==> src/rtl/mips_debug_unit.sv <==
// mips_debug_unit: UART-side sequencer for the pipelined MIPS core.
// It loads program memory from host bytes, runs the core continuously or one
// step at a time, and streams a debug snapshot plus the cycle count back to the host.
module mips_debug_unit #(
  parameter int              LEN        = 32,
  parameter int              ADDR_LEN   = 10,
  parameter int              DUMP_WORDS = 36,
  parameter logic [LEN-1:0]  HALT_WORD  = 32'hFFFF_FFFF,
  parameter int              DBG_W      = $clog2(DUMP_WORDS)
) (
  input  logic                clk,
  input  logic                reset,
  input  logic [7:0]          rx_data,
  input  logic                rx_done,
  output logic [7:0]          tx_data,
  output logic                tx_start,
  input  logic                tx_done,
  output logic                prog_wr_en,
  output logic [ADDR_LEN-1:0] prog_addr,
  output logic [LEN-1:0]      prog_data,
  output logic                cpu_enable,
  input  logic                halt,
  output logic [DBG_W-1:0]    dbg_addr,
  input  logic [LEN-1:0]      dbg_data
);

  localparam logic [2:0] S_IDLE      = 3'd0;
  localparam logic [2:0] S_LOAD      = 3'd1;
  localparam logic [2:0] S_LOAD_WR   = 3'd2;
  localparam logic [2:0] S_RUN       = 3'd3;
  localparam logic [2:0] S_STEP_IDLE = 3'd4;
  localparam logic [2:0] S_STEP_EXEC = 3'd5;
  localparam logic [2:0] S_DUMP_SEND = 3'd6;
  localparam logic [2:0] S_DUMP_WAIT = 3'd7;

  // Word index runs 0..DUMP_WORDS-1 for debug words, DUMP_WORDS for the cycle
  // count, and DUMP_WORDS+1 once every byte of the snapshot has been launched.
  localparam int                WIDX_W   = $clog2(DUMP_WORDS + 2);
  localparam logic [WIDX_W-1:0] CNT_WORD = WIDX_W'(DUMP_WORDS);
  localparam logic [WIDX_W-1:0] DONE_IDX = WIDX_W'(DUMP_WORDS + 1);

  logic [2:0]          state_q, state_d;
  logic                from_step_q, from_step_d;
  logic [1:0]          load_cnt_q, load_cnt_d;
  logic [LEN-9:0]      shift_q, shift_d;
  logic [LEN-1:0]      cycle_cnt_q, cycle_cnt_d;
  logic [WIDX_W-1:0]   word_idx_q, word_idx_d;
  logic [1:0]          byte_idx_q, byte_idx_d;
  logic [LEN-1:0]      dump_word_q, dump_word_d;
  logic [7:0]          tx_data_q, tx_data_d;
  logic                tx_start_q, tx_start_d;
  logic                prog_wr_en_q, prog_wr_en_d;
  logic [ADDR_LEN-1:0] prog_addr_q, prog_addr_d;
  logic [LEN-1:0]      prog_data_q, prog_data_d;
  logic                cpu_enable_q, cpu_enable_d;
  logic [DBG_W-1:0]    dbg_addr_q, dbg_addr_d;
  logic                do_launch;
  logic [LEN-1:0]      launch_src;

  // Next-state logic: command decode, load assembly, run/step control and byte launching.
  always_comb begin
    state_d      = state_q;
    from_step_d  = from_step_q;
    load_cnt_d   = load_cnt_q;
    shift_d      = shift_q;
    cycle_cnt_d  = cycle_cnt_q;
    word_idx_d   = word_idx_q;
    byte_idx_d   = byte_idx_q;
    dump_word_d  = dump_word_q;
    tx_data_d    = tx_data_q;
    tx_start_d   = 1'b0;
    prog_wr_en_d = 1'b0;
    prog_addr_d  = prog_addr_q;
    prog_data_d  = prog_data_q;
    cpu_enable_d = 1'b0;
    dbg_addr_d   = dbg_addr_q;
    do_launch    = 1'b0;

    if (cpu_enable_q && (cycle_cnt_q != '1)) cycle_cnt_d = cycle_cnt_q + 1'b1;
    if (prog_wr_en_q) prog_addr_d = prog_addr_q + 1'b1;

    case (state_q)
      S_IDLE: begin
        if (rx_done) begin
          case (rx_data)
            8'h4C: begin
              state_d     = S_LOAD;
              load_cnt_d  = 2'd0;
              prog_addr_d = '0;
            end
            8'h43: begin
              state_d      = S_RUN;
              cpu_enable_d = 1'b1;
              cycle_cnt_d  = '0;
              from_step_d  = 1'b0;
            end
            8'h53: begin
              state_d     = S_STEP_IDLE;
              cycle_cnt_d = '0;
              from_step_d = 1'b1;
            end
            default: ;
          endcase
        end
      end
      S_LOAD: begin
        if (rx_done) begin
          shift_d    = {shift_q[LEN-17:0], rx_data};
          load_cnt_d = load_cnt_q + 2'd1;
          if (load_cnt_q == 2'd3) begin
            prog_data_d = {shift_q, rx_data};
            state_d     = S_LOAD_WR;
          end
        end
      end
      S_LOAD_WR: begin
        prog_wr_en_d = 1'b1;
        state_d      = (prog_data_q == HALT_WORD) ? S_IDLE : S_LOAD;
      end
      S_RUN: begin
        if (halt) begin
          state_d   = S_DUMP_SEND;
          do_launch = 1'b1;
        end else begin
          cpu_enable_d = 1'b1;
        end
      end
      S_STEP_IDLE: begin
        if (rx_done) begin
          if (rx_data == 8'h4E) begin
            if (halt) begin
              state_d   = S_DUMP_SEND;
              do_launch = 1'b1;
            end else begin
              state_d      = S_STEP_EXEC;
              cpu_enable_d = 1'b1;
            end
          end else if (rx_data == 8'h45) begin
            state_d = S_IDLE;
          end
        end
      end
      S_STEP_EXEC: begin
        state_d   = S_DUMP_SEND;
        do_launch = 1'b1;
      end
      S_DUMP_SEND: begin
        state_d = S_DUMP_WAIT;
      end
      S_DUMP_WAIT: begin
        if (tx_done) begin
          if (word_idx_q == DONE_IDX) begin
            word_idx_d = '0;
            state_d    = from_step_q ? S_STEP_IDLE : S_IDLE;
          end else begin
            state_d   = S_DUMP_SEND;
            do_launch = 1'b1;
          end
        end
      end
      default: state_d = S_IDLE;
    endcase

    // A word's first byte latches the live debug word (or the cycle count);
    // later bytes shift out of the latched copy so the word stays coherent.
    if (byte_idx_q == 2'd0) begin
      launch_src = (word_idx_q < CNT_WORD) ? dbg_data : cycle_cnt_q;
    end else begin
      launch_src = dump_word_q;
    end

    if (do_launch) begin
      tx_start_d  = 1'b1;
      tx_data_d   = launch_src[LEN-1 -: 8];
      dump_word_d = launch_src << 8;
      byte_idx_d  = byte_idx_q + 2'd1;
      if (byte_idx_q == 2'd3) word_idx_d = word_idx_q + 1'b1;
      if ((byte_idx_q == 2'd0) && (word_idx_q < CNT_WORD)) begin
        dbg_addr_d = (word_idx_q == CNT_WORD - 1'b1) ? '0 : DBG_W'(word_idx_q + 1'b1);
      end
    end
  end

  // State and registered outputs; reset aborts any load or dump in progress.
  always_ff @(posedge clk or negedge reset) begin
    if (!reset) begin
      state_q      <= S_IDLE;
      from_step_q  <= 1'b0;
      load_cnt_q   <= 2'd0;
      shift_q      <= '0;
      cycle_cnt_q  <= '0;
      word_idx_q   <= '0;
      byte_idx_q   <= 2'd0;
      dump_word_q  <= '0;
      tx_data_q    <= 8'd0;
      tx_start_q   <= 1'b0;
      prog_wr_en_q <= 1'b0;
      prog_addr_q  <= '0;
      prog_data_q  <= '0;
      cpu_enable_q <= 1'b0;
      dbg_addr_q   <= '0;
    end else begin
      state_q      <= state_d;
      from_step_q  <= from_step_d;
      load_cnt_q   <= load_cnt_d;
      shift_q      <= shift_d;
      cycle_cnt_q  <= cycle_cnt_d;
      word_idx_q   <= word_idx_d;
      byte_idx_q   <= byte_idx_d;
      dump_word_q  <= dump_word_d;
      tx_data_q    <= tx_data_d;
      tx_start_q   <= tx_start_d;
      prog_wr_en_q <= prog_wr_en_d;
      prog_addr_q  <= prog_addr_d;
      prog_data_q  <= prog_data_d;
      cpu_enable_q <= cpu_enable_d;
      dbg_addr_q   <= dbg_addr_d;
    end
  end

  assign tx_data    = tx_data_q;
  assign tx_start   = tx_start_q;
  assign prog_wr_en = prog_wr_en_q;
  assign prog_addr  = prog_addr_q;
  assign prog_data  = prog_data_q;
  assign cpu_enable = cpu_enable_q;
  assign dbg_addr   = dbg_addr_q;

endmodule

==> config.mk <==
export PLATFORM = sky130hd
export DESIGN_NAME = mips_debug_unit
export DESIGN_NICKNAME = d
export VERILOG_FILES = /design/src/rtl/mips_debug_unit.sv
export SDC_FILE = /design/constraint.sdc
export NUM_CORES = 1
export LEC_CHECK = 0
export ABC_AREA = 0
export CAP_MARGIN = 20
export CORE_UTILIZATION = 50
export DETAILED_ROUTE_END_ITERATION = 6
export PLACE_DENSITY = 0.81
export SLEW_MARGIN = 20
export SYNTH_ARGS = -nofsm -noshare
export SYNTH_HDL_FRONTEND = slang
export SYNTH_SLANG_ARGS = --single-unit
==> constraint.sdc <==
create_clock -name clk -period 3 [get_ports clk]
set_clock_uncertainty 0.2 [all_clocks]
set_input_delay 0.6 -clock clk [delete_from_list [all_inputs] [get_ports clk]]
set_output_delay 0.6 -clock clk [all_outputs]
set_load 0.005 [all_outputs]
# Word level (Yosys, flattened, before mapping)
# Cells that the tools add are included.
dict set report op_classes {
  magnitude_cmp 1
  reduce_logical 13
  add_sub_neg 5
  muxes 49
  eq_ne 27
}
# cell count
set ops {}
lappend ops {{$mux W32} 6}
lappend ops {{$eq A8 B7 Y1 const B} 5}
lappend ops {{$mux W10} 4}
lappend ops {{$mux W6} 6}
lappend ops {{$add A32 B1 Y32 const B} 1}
lappend ops {{$eq A32 B32 Y1 const B} 1}
lappend ops {{$ne A32 B32 Y1 const B} 1}
lappend ops {{$mux W3} 10}
lappend ops {{$pmux W3 S8} 1}
lappend ops {{$mux W1} 13}
lappend ops {{$eq A3 B3 Y1 const B} 4}
lappend ops {{$eq A6 B6 Y1 const B} 2}
lappend ops {{$ne A2 B2 Y1 const B} 6}
lappend ops {{$add A10 B1 Y10 const B} 1}
lappend ops {{$pmux W3 S3} 1}
lappend ops {{$mux W2} 4}
lappend ops {{$reduce_and A8 Y1} 1}
lappend ops {{$add A6 B1 Y6 const B} 1}
lappend ops {{$eq A3 B2 Y1 const B} 2}
lappend ops {{$lt A6 B6 Y1 const B} 1}
lappend ops {{$reduce_and A3 Y1} 2}
lappend ops {{$add A2 B1 Y2 const B} 2}
lappend ops {{$eq A2 B2 Y1 const B} 2}
lappend ops {{$ne A4 B1 Y1 const B} 1}
lappend ops {{other kinds (14)} 17}
dict set report totals {
  in_bits 45
  wordCells 110
  reg_bits 153
}

# Logic depth before layout (Yosys ltp)
# Gate-level depths: netlist of run 1.
dict set report depth {
  ltp_word 6
  depth_mapped 9
}

# Least setup slack after synthesis of run 1
# OpenSTA, ideal clock, no wires.
dict set report synth_timing {
  path_type {input -> register}
  start {input rx_data[5]}
  end {register dump_word_q[20]}
  arrival_time_ns 2.082
  setup_slack_ns 0.593
  stages 6
  t_required_ns 2.675
  n_path_buf 1
  cell_sequence {nor3b_1 and4_1 nand3_2 nand2_4 buf_4 mux2_4}
}
dict set report synth_between {
  elab_chain_len 4
}
# element line_no
set synth_rtl {}
lappend synth_rtl {{start: declaration} 13} ;# input logic [7:0] rx_data,
lappend synth_rtl {{$eq A8 B7 Y1} 130} ;# if (rx_data == 8'h4E) begin
lappend synth_rtl {{$mux W1} 130}
lappend synth_rtl {{$mux W1} 129} ;# if (rx_done) begin
lappend synth_rtl {{$pmux W1 S4} 82} ;# case (state_q)
lappend synth_rtl {{named net do_launch} 57} ;# logic do_launch;
lappend synth_rtl {{end signal: assignment} 210} ;# dump_word_q <= dump_word_d;
lappend synth_rtl {{end: declaration} 49} ;# logic [LEN-1:0] dump_word_q, dump_word_d;
# The timed path passes the listed nets, and every way through them passes these cells.
# A chain may end at the register's enable or synchronous reset.

# Final worst setup path of run 1
dict set report layout_timing {
  start {input rx_data[3]}
  end {register dump_word_q[15]}
}
dict set report layout_between {
  elab_chain_len 4
}
# element line_no
set layout_rtl {}
lappend layout_rtl {{$eq A8 B7 Y1} 130}
lappend layout_rtl {{$mux W1} 130}
lappend layout_rtl {{$mux W1} 129}
lappend layout_rtl {{$pmux W1 S4} 82}
# No other way between the ends.

==> metrics.md, run 1 <==
| Metric | Value |
|---|---|
| Final Hold Fails | `0` |
| Port Buffers | `103` |
| Std-Cell Rows | `44` |
| Setup CP Type | `primary input to flip-flop` |
| Drt first pass iters | `6` |
| Fin crit share | `85.1%` |
| Sequential share of the synthesized area | `49.7%` |
| Reg2reg setup slack | `480 ps` |
| Htree depth | `4` |
| Drt total wl | `18300 µm` |
| Power density cells | `694 mW/mm²` |
| Crit path DAT | `2650 ps` |
| Worst min path class | `flip-flop to flip-flop` |
| GRT Overall Usage | `24.6%` |
| Initial Util | `52.2%` |
| Vias in the first global route | `5959` |
| Setup bufs post-CTS | `0` |
| Largest net degree at the start of global routing | `57` |
| Post-synth EDFFs | `0` |
| Die width | `126 µm` |
| Hold depth | `2` |
| Total power | `6710 µW` |
| Clock latency on the worst-skew pair | `420 ps` |
| Post-DP HPWL | `12600 µm` |
| Crit end category | `flip-flop` |
| First-pass GRT wire length | `30800 µm` |
| Setup TNS | `0 ps` |
| Clock Pin Slew Worst Setup and Hold Paths | `70 ps` |
| Most frequent cells in the layout | `dfrtp_1 (153), clkdlybuf4s50_1 (102), nand2_1 (100)` |
| Cell accounting for the most synthesized area | `dfrtp_1` |
| CP startpoint | `rx_data[3]` |
| DRT iter0 DRCs | `408` |
| RR Startpoint | `cycle_cnt_q[0]` |
| Wire per inst | `17.6 µm` |
| R2R Path End | `cycle_cnt_q[13]` |
| Worst slew pin tran | `723 ps` |
| Syn Std Cell Area | `0.00770 mm²` |
| Full die area | `0.0159 mm²` |
| CTS Hold Bufs | `1` |
| Share of cells above drive strength 1 | `16.5%` |
| Syn Inst Count | `733` |
| Clock root cell | `clkbuf_16` |
| R2R depth | `6` |
| Startpoint type of the worst setup path | `primary input` |
| Max Slew Vio Count | `0` |
| Nets | `895` |
| Io pins | `104` |
| Top FF cell, synth | `dfrtp_1` |
| Initial antenna violation count | `0` |
| Diodes inserted | `0` |
| Top area cells in the synthesized netlist | `dfrtp_1 (50%), mux2_2 (9.1%), nand2_1 (4.9%)` |
| Clock Tree Buf Depth | `2` |
| Post-synthesis cell type count | `56` |
| Most common cell after layout, fill and taps aside | `dfrtp_1` |
| Yosys top cell area share | `49.7%` |
| Die height | `126 µm` |
| Mean Syn Cell Area | `10.5 µm²` |
| Unrepaired setup endpoints after global routing | `no` |
| Lkg Pwr | `0.00419 µW` |
| Required @ worst endpoint | `3100 ps` |
| DRC | `0` |
| Critical-path maximum fanout | `19` |
| CTS resizes | `0` |
| Fmax | `392 MHz` |
| Layout area overhead | `25.6%` |
| Synth async-reset ratio | `100%` |
| Fillers | `1151` |
| Num CTS Buffers | `17` |
| Vias | `6087` |
| MaxCap Viol Count | `0` |
| Endpoints failing setup | `0` |
| Routed Antenna Nets | `0` |
| Max IR drop VDD | `0.000706 V` |
| CTS tree | `built` |
| Outcome | `completed` |
| GR Overflow Total | `0` |
| Slew HR | `51.8%` |
| #FFs+latches synth | `153` |
| Core area | `0.0148 mm²` |
| Post-synth net total | `785` |
| Total clock sinks | `153` |
| Routed vias/inst | `5.86` |
| CP Capture Point | `dump_word_q[15]` |
| GPL Wtd Cong | `0.853` |
| YS warnings | `0` |
| Crit path time final | `2550 ps` |
logic make-up (layout without fill, tap and decap cells):
kind of cell	Yosys count	in the layout	share of synthesized area, %
AO/OA/AOI/OAI	102	102	8.62
XOR/XNOR	27	27	3.07
adder cells (fa/ha/maj)	7	7	1.14
buffers and inverters	50	171	2.91
flip-flops	153	153	49.7
multiplexers	106	106	15.8
AND/OR/NAND/NOR	288	288	18.8
worst min-delay path by stage:
stage                     slack (ps)             to        start
final                            270    from_step_q  from_step_q
after global routing             300    from_step_q  from_step_q
after CTS                        270    from_step_q  from_step_q
after detailed placement         260    from_step_q  from_step_q
after global placement           260    from_step_q  from_step_q
after floorplan                  100  byte_idx_q[0]        reset
per-stage QoR:
step	util (%)	std cells	hold slack (ps)	instance area [µm²]	setup WS (ps)
3_5_place_dp	61.5	1007	260	9080	53.7
5_1_grt	65.5	1038	301	9660	366
2_1_floorplan	-	733	104	7700	593
4_1_cts	65.5	1038	275	9660	486
3_3_place_gp	61.5	1007	263	9080	88.2
6_report	65.5	1038	271	9660	446
state kept, by name, indices dropped and copies added (netlist names), 2 cells and up:
name	count
dump_word_q	24
byte_idx_q	2
state_q	3
prog_addr	10
shift_q	24
cycle_cnt_q	32
load_cnt_q	2
dbg_addr	6
prog_data	32
word_idx_q	6
tx_data	8
critical path, stage by stage:
cell and delay (ps):
clkdlybuf4s50_1 470, nor4bb_1 300, buf_4 180, and4_1 250, nand3_2 170, nand2_4 150
buf_12 180, mux2_1 340
synthesized netlist by cell type, drive strengths merged (6+ instances only):
cell	number
nor2	57
nand3	29
xnor2	15
a21oi	28
a31oi	25
a21boi	9
nand2	101
ha	7
o21ai	12
o31ai	11
or4	14
mux2	97
clkbuf	26
and4	6
mux2i	9
dfrtp	153
buf	17
inv	7
nor4	9
xor2	12
and3	7
or3	11
nand4	30
per-layer routing:
layer	routed length, µm	vias to the layer above	track usage, %
li1	-	2870	-
met1	8580	3016	35.0
met2	8560	189	38.3
met3	948	12	4.93
met4	197	0	6.66
met5	0	-	0
layout make-up:
class                   count  area, µm²  share of cell area [%]
clock buffers              18        429                    4.44
clock inverters            12        146                    1.51
inverters                   7       26.3                   0.272
multi-input cells         530       3660                    37.9
flip-flops and latches    153       3830                    39.6
well taps                 184        230                    2.38
repair buffers            134       1340                    13.9
power by group:
| part | internal (µW) | switching, µW |
|---|---|---|
| clock | 1230 | 869 |
| combinational | 910 | 747 |
| sequential | 2480 | 465 |
Note: power is estimated with default switching activity, not from simulation.
==> inputs of run 2 (changes only) <==
--- a/config.mk
+++ b/config.mk
@@ -10,6 +10,7 @@
 export CORE_UTILIZATION = 50
 export DETAILED_ROUTE_END_ITERATION = 6
 export PLACE_DENSITY = 0.81
+export REMOVE_ABC_BUFFERS = 1
 export SLEW_MARGIN = 20
 export SYNTH_ARGS = -nofsm -noshare
 export SYNTH_HDL_FRONTEND = slang
==> run 2 against run 1 <==
Against the previous run:
- utilization is 0.44 points lower
- die area stayed put
- power is 1.9% lower
- fmax is 5.3% lower
- non-clock buffer count is 4 lower
- via count is 0.13% lower
==> metrics.md, run 2 (synthesis results as in run 1) <==
| Metric | Value |
|---|---|
| Crit path time final | `2700 ps (was 2550 ps)` |
| Drt first pass iters | `5 (was 6)` |
| Most frequent cells in the layout | `dfrtp_1 (153), clkdlybuf4s50_1 (102), nand2_1 (100) (unchanged)` |
| Wire per inst | `16.9 µm (was 17.6 µm)` |
| Unrepaired setup endpoints after global routing | `no (unchanged)` |
| Inst Count DP | `1003 (was 1007)` |
| Fmax | `371 MHz (was 392 MHz)` |
| Nets | `891 (was 895)` |
| Worst min path class | `flip-flop to flip-flop (unchanged)` |
| Final core utilization | `65.1% (was 65.5%)` |
| Io pins | `104 (unchanged)` |
| Setup TNS | `0 ps (unchanged)` |
| Fillers | `1159 (was 1151)` |
| Final hold slack | `288 ps (was 271 ps)` |
| Htree depth | `4 (unchanged)` |
| First-pass GRT wire length | `29400 µm (was 30800 µm)` |
| Port Buffers | `103 (unchanged)` |
| DRT iter0 DRCs | `462 (was 408)` |
| Switching power | `2090 µW (was 2080 µW)` |
| GPL Wtd Cong | `0.859 (was 0.853)` |
| Endpoints failing setup | `0 (unchanged)` |
| Core area | `0.0148 mm² (unchanged)` |
| Setup CP Type | `primary input to flip-flop (unchanged)` |
| Fin crit share | `89.9% (was 85.1%)` |
| P_int | `4490 µW (was 4620 µW)` |
| Final worst slack | `302 ps (was 446 ps)` |
| Post-Layout Cell Count | `1036 (was 1038)` |
| Max IR drop VDD | `0.000670 V (was 0.000706 V)` |
| Most common cell after layout, fill and taps aside | `dfrtp_1 (unchanged)` |
| Die height | `126 µm (unchanged)` |
| Diodes inserted | `0 (unchanged)` |
| CTS tree | `built (unchanged)` |
| DRC | `0 (unchanged)` |
| Share of cells above drive strength 1 | `16.7% (was 16.5%)` |
| Worst slew pin tran | `655 ps (was 723 ps)` |
| Switching Share | `31.7% (was 31.0%)` |
| Total clock sinks | `153 (unchanged)` |
| Outcome | `completed (unchanged)` |
| Final Hold Fails | `0 (unchanged)` |
| Largest net degree at the start of global routing | `57 (unchanged)` |
| Crit path DAT | `2800 ps (was 2650 ps)` |
| GRT Overall Usage | `23.2% (was 24.6%)` |
| CTS resizes | `0 (unchanged)` |
| Critical-path maximum fanout | `8 (was 19)` |
| Vias in the first global route | `5892 (was 5959)` |
| Initial antenna violation count | `0 (unchanged)` |
| Clock latency on the worst-skew pair | `430 ps (was 420 ps)` |
| Num CTS Buffers | `17 (unchanged)` |
| Startpoint type of the worst setup path | `primary input (unchanged)` |
| GR Overflow Total | `0 (unchanged)` |
| Power density cells | `685 mW/mm² (was 694 mW/mm²)` |
| MaxCap Viol Count | `0 (unchanged)` |
| Combinational Power Share | `25.1% (was 24.7%)` |
| Lkg Pwr | `0.00416 µW (was 0.00419 µW)` |
| Required @ worst endpoint | `3100 ps (about the same)` |
| Clock Tree Buf Depth | `2 (unchanged)` |
| Clock share of power | `30.3% (was 31.3%)` |
| Routed Antenna Nets | `0 (unchanged)` |
| Routed vias/inst | `5.87 (was 5.86)` |
| Seq pwr share | `44.6% (was 44.0%)` |
| Slew HR | `55.2% (was 51.8%)` |
| Initial Util | `52.2% (unchanged)` |
| Crit end category | `flip-flop (unchanged)` |
| Clock Pin Slew Worst Setup and Hold Paths | `60 ps (was 70 ps)` |
| Dpl ws | `-93.7 ps (was 53.7 ps)` |
| Full die area | `0.0159 mm² (unchanged)` |
| Vias | `6079 (was 6087)` |
| Drt total wl | `17500 µm (was 18300 µm)` |
| Post-DP HPWL | `12300 µm (was 12600 µm)` |
| Die width | `126 µm (unchanged)` |
| Layout area overhead | `24.7% (was 25.6%)` |
| Std-Cell Rows | `44 (unchanged)` |
| Clock root cell | `clkbuf_16 (unchanged)` |
| Max Slew Vio Count | `0 (unchanged)` |
run 2: path summary, 6_finish.rpt:
kind	cells after the start	startpoint	to	slack [ps]
setup / recovery	7	rx_data[3]	tx_data[0]	300
setup reg to reg	6	word_idx_q[2]	tx_data[0]	510
hold reg to reg	1	tx_data[5]	tx_data[5]	290
hold / removal	1	tx_data[5]	tx_data[5]	290
max in group asynchronous	3	reset	cycle_cnt_q[21]	1480
min in group asynchronous	2	reset	shift_q[21]	460
run 2: timing repair:
item,4_1_cts,5_1_grt
endpoints found under the hold margin,41,0
hold buffers,1,0
setup buffers,0,0
run 2: power groups by stage:
| stage | Clock (µW) | Combinational, µW | Sequential, µW |
|---|---|---|---|
| floorplan | 0 | 961 | 2840 |
| global placement | 0 | 1580 | 2940 |
| detailed placement | 0 | 1640 | 2960 |
| CTS | 2030 | 1660 | 2930 |
| global route | 2130 | 1820 | 2990 |
| finish | 2000 | 1650 | 2930 |
run 2: cell type report:
| type | count | area [µm²] | area share (%) |
|---|---|---|---|
| Tap cell | 184 | 230 | 2.40 |
| Timing Repair Buffer | 130 | 1300 | 13.5 |
| Sequential cell | 153 | 3830 | 39.9 |
| Clock inverter | 14 | 110 | 1.15 |
| Clock buffer | 18 | 439 | 4.58 |
| Inverter | 7 | 26.3 | 0.274 |
| Multi-Input combinational cell | 530 | 3660 | 38.2 |
run 2: metal layers:
metal / share of wire, % / global-route usage, % / up-vias
met5: 0 / 0 / -
met4: 1.9 / 7.80 / 0
met3: 4.6 / 4.67 / 33
met2: 49 / 37.3 / 164
met1: 44 / 31.4 / 3014
li1: - / - / 2868
run 2: through the flow:
stage | power (µW) | instance area, µm²
finish | 6580 | 9600
CTS | 6610 | 9600
floorplan | 3800 | 7500
global placement | 4530 | 9040
global route | 6950 | 9600
detailed placement | 4600 | 9040
run 2: critical path, stage by stage:
cell and delay [ps]:
clkdlybuf4s50_1 590, nor4bb_1 430, and4_1 300, nand3_2 170, nand2_4 170, buf_4 190, mux2_1 340
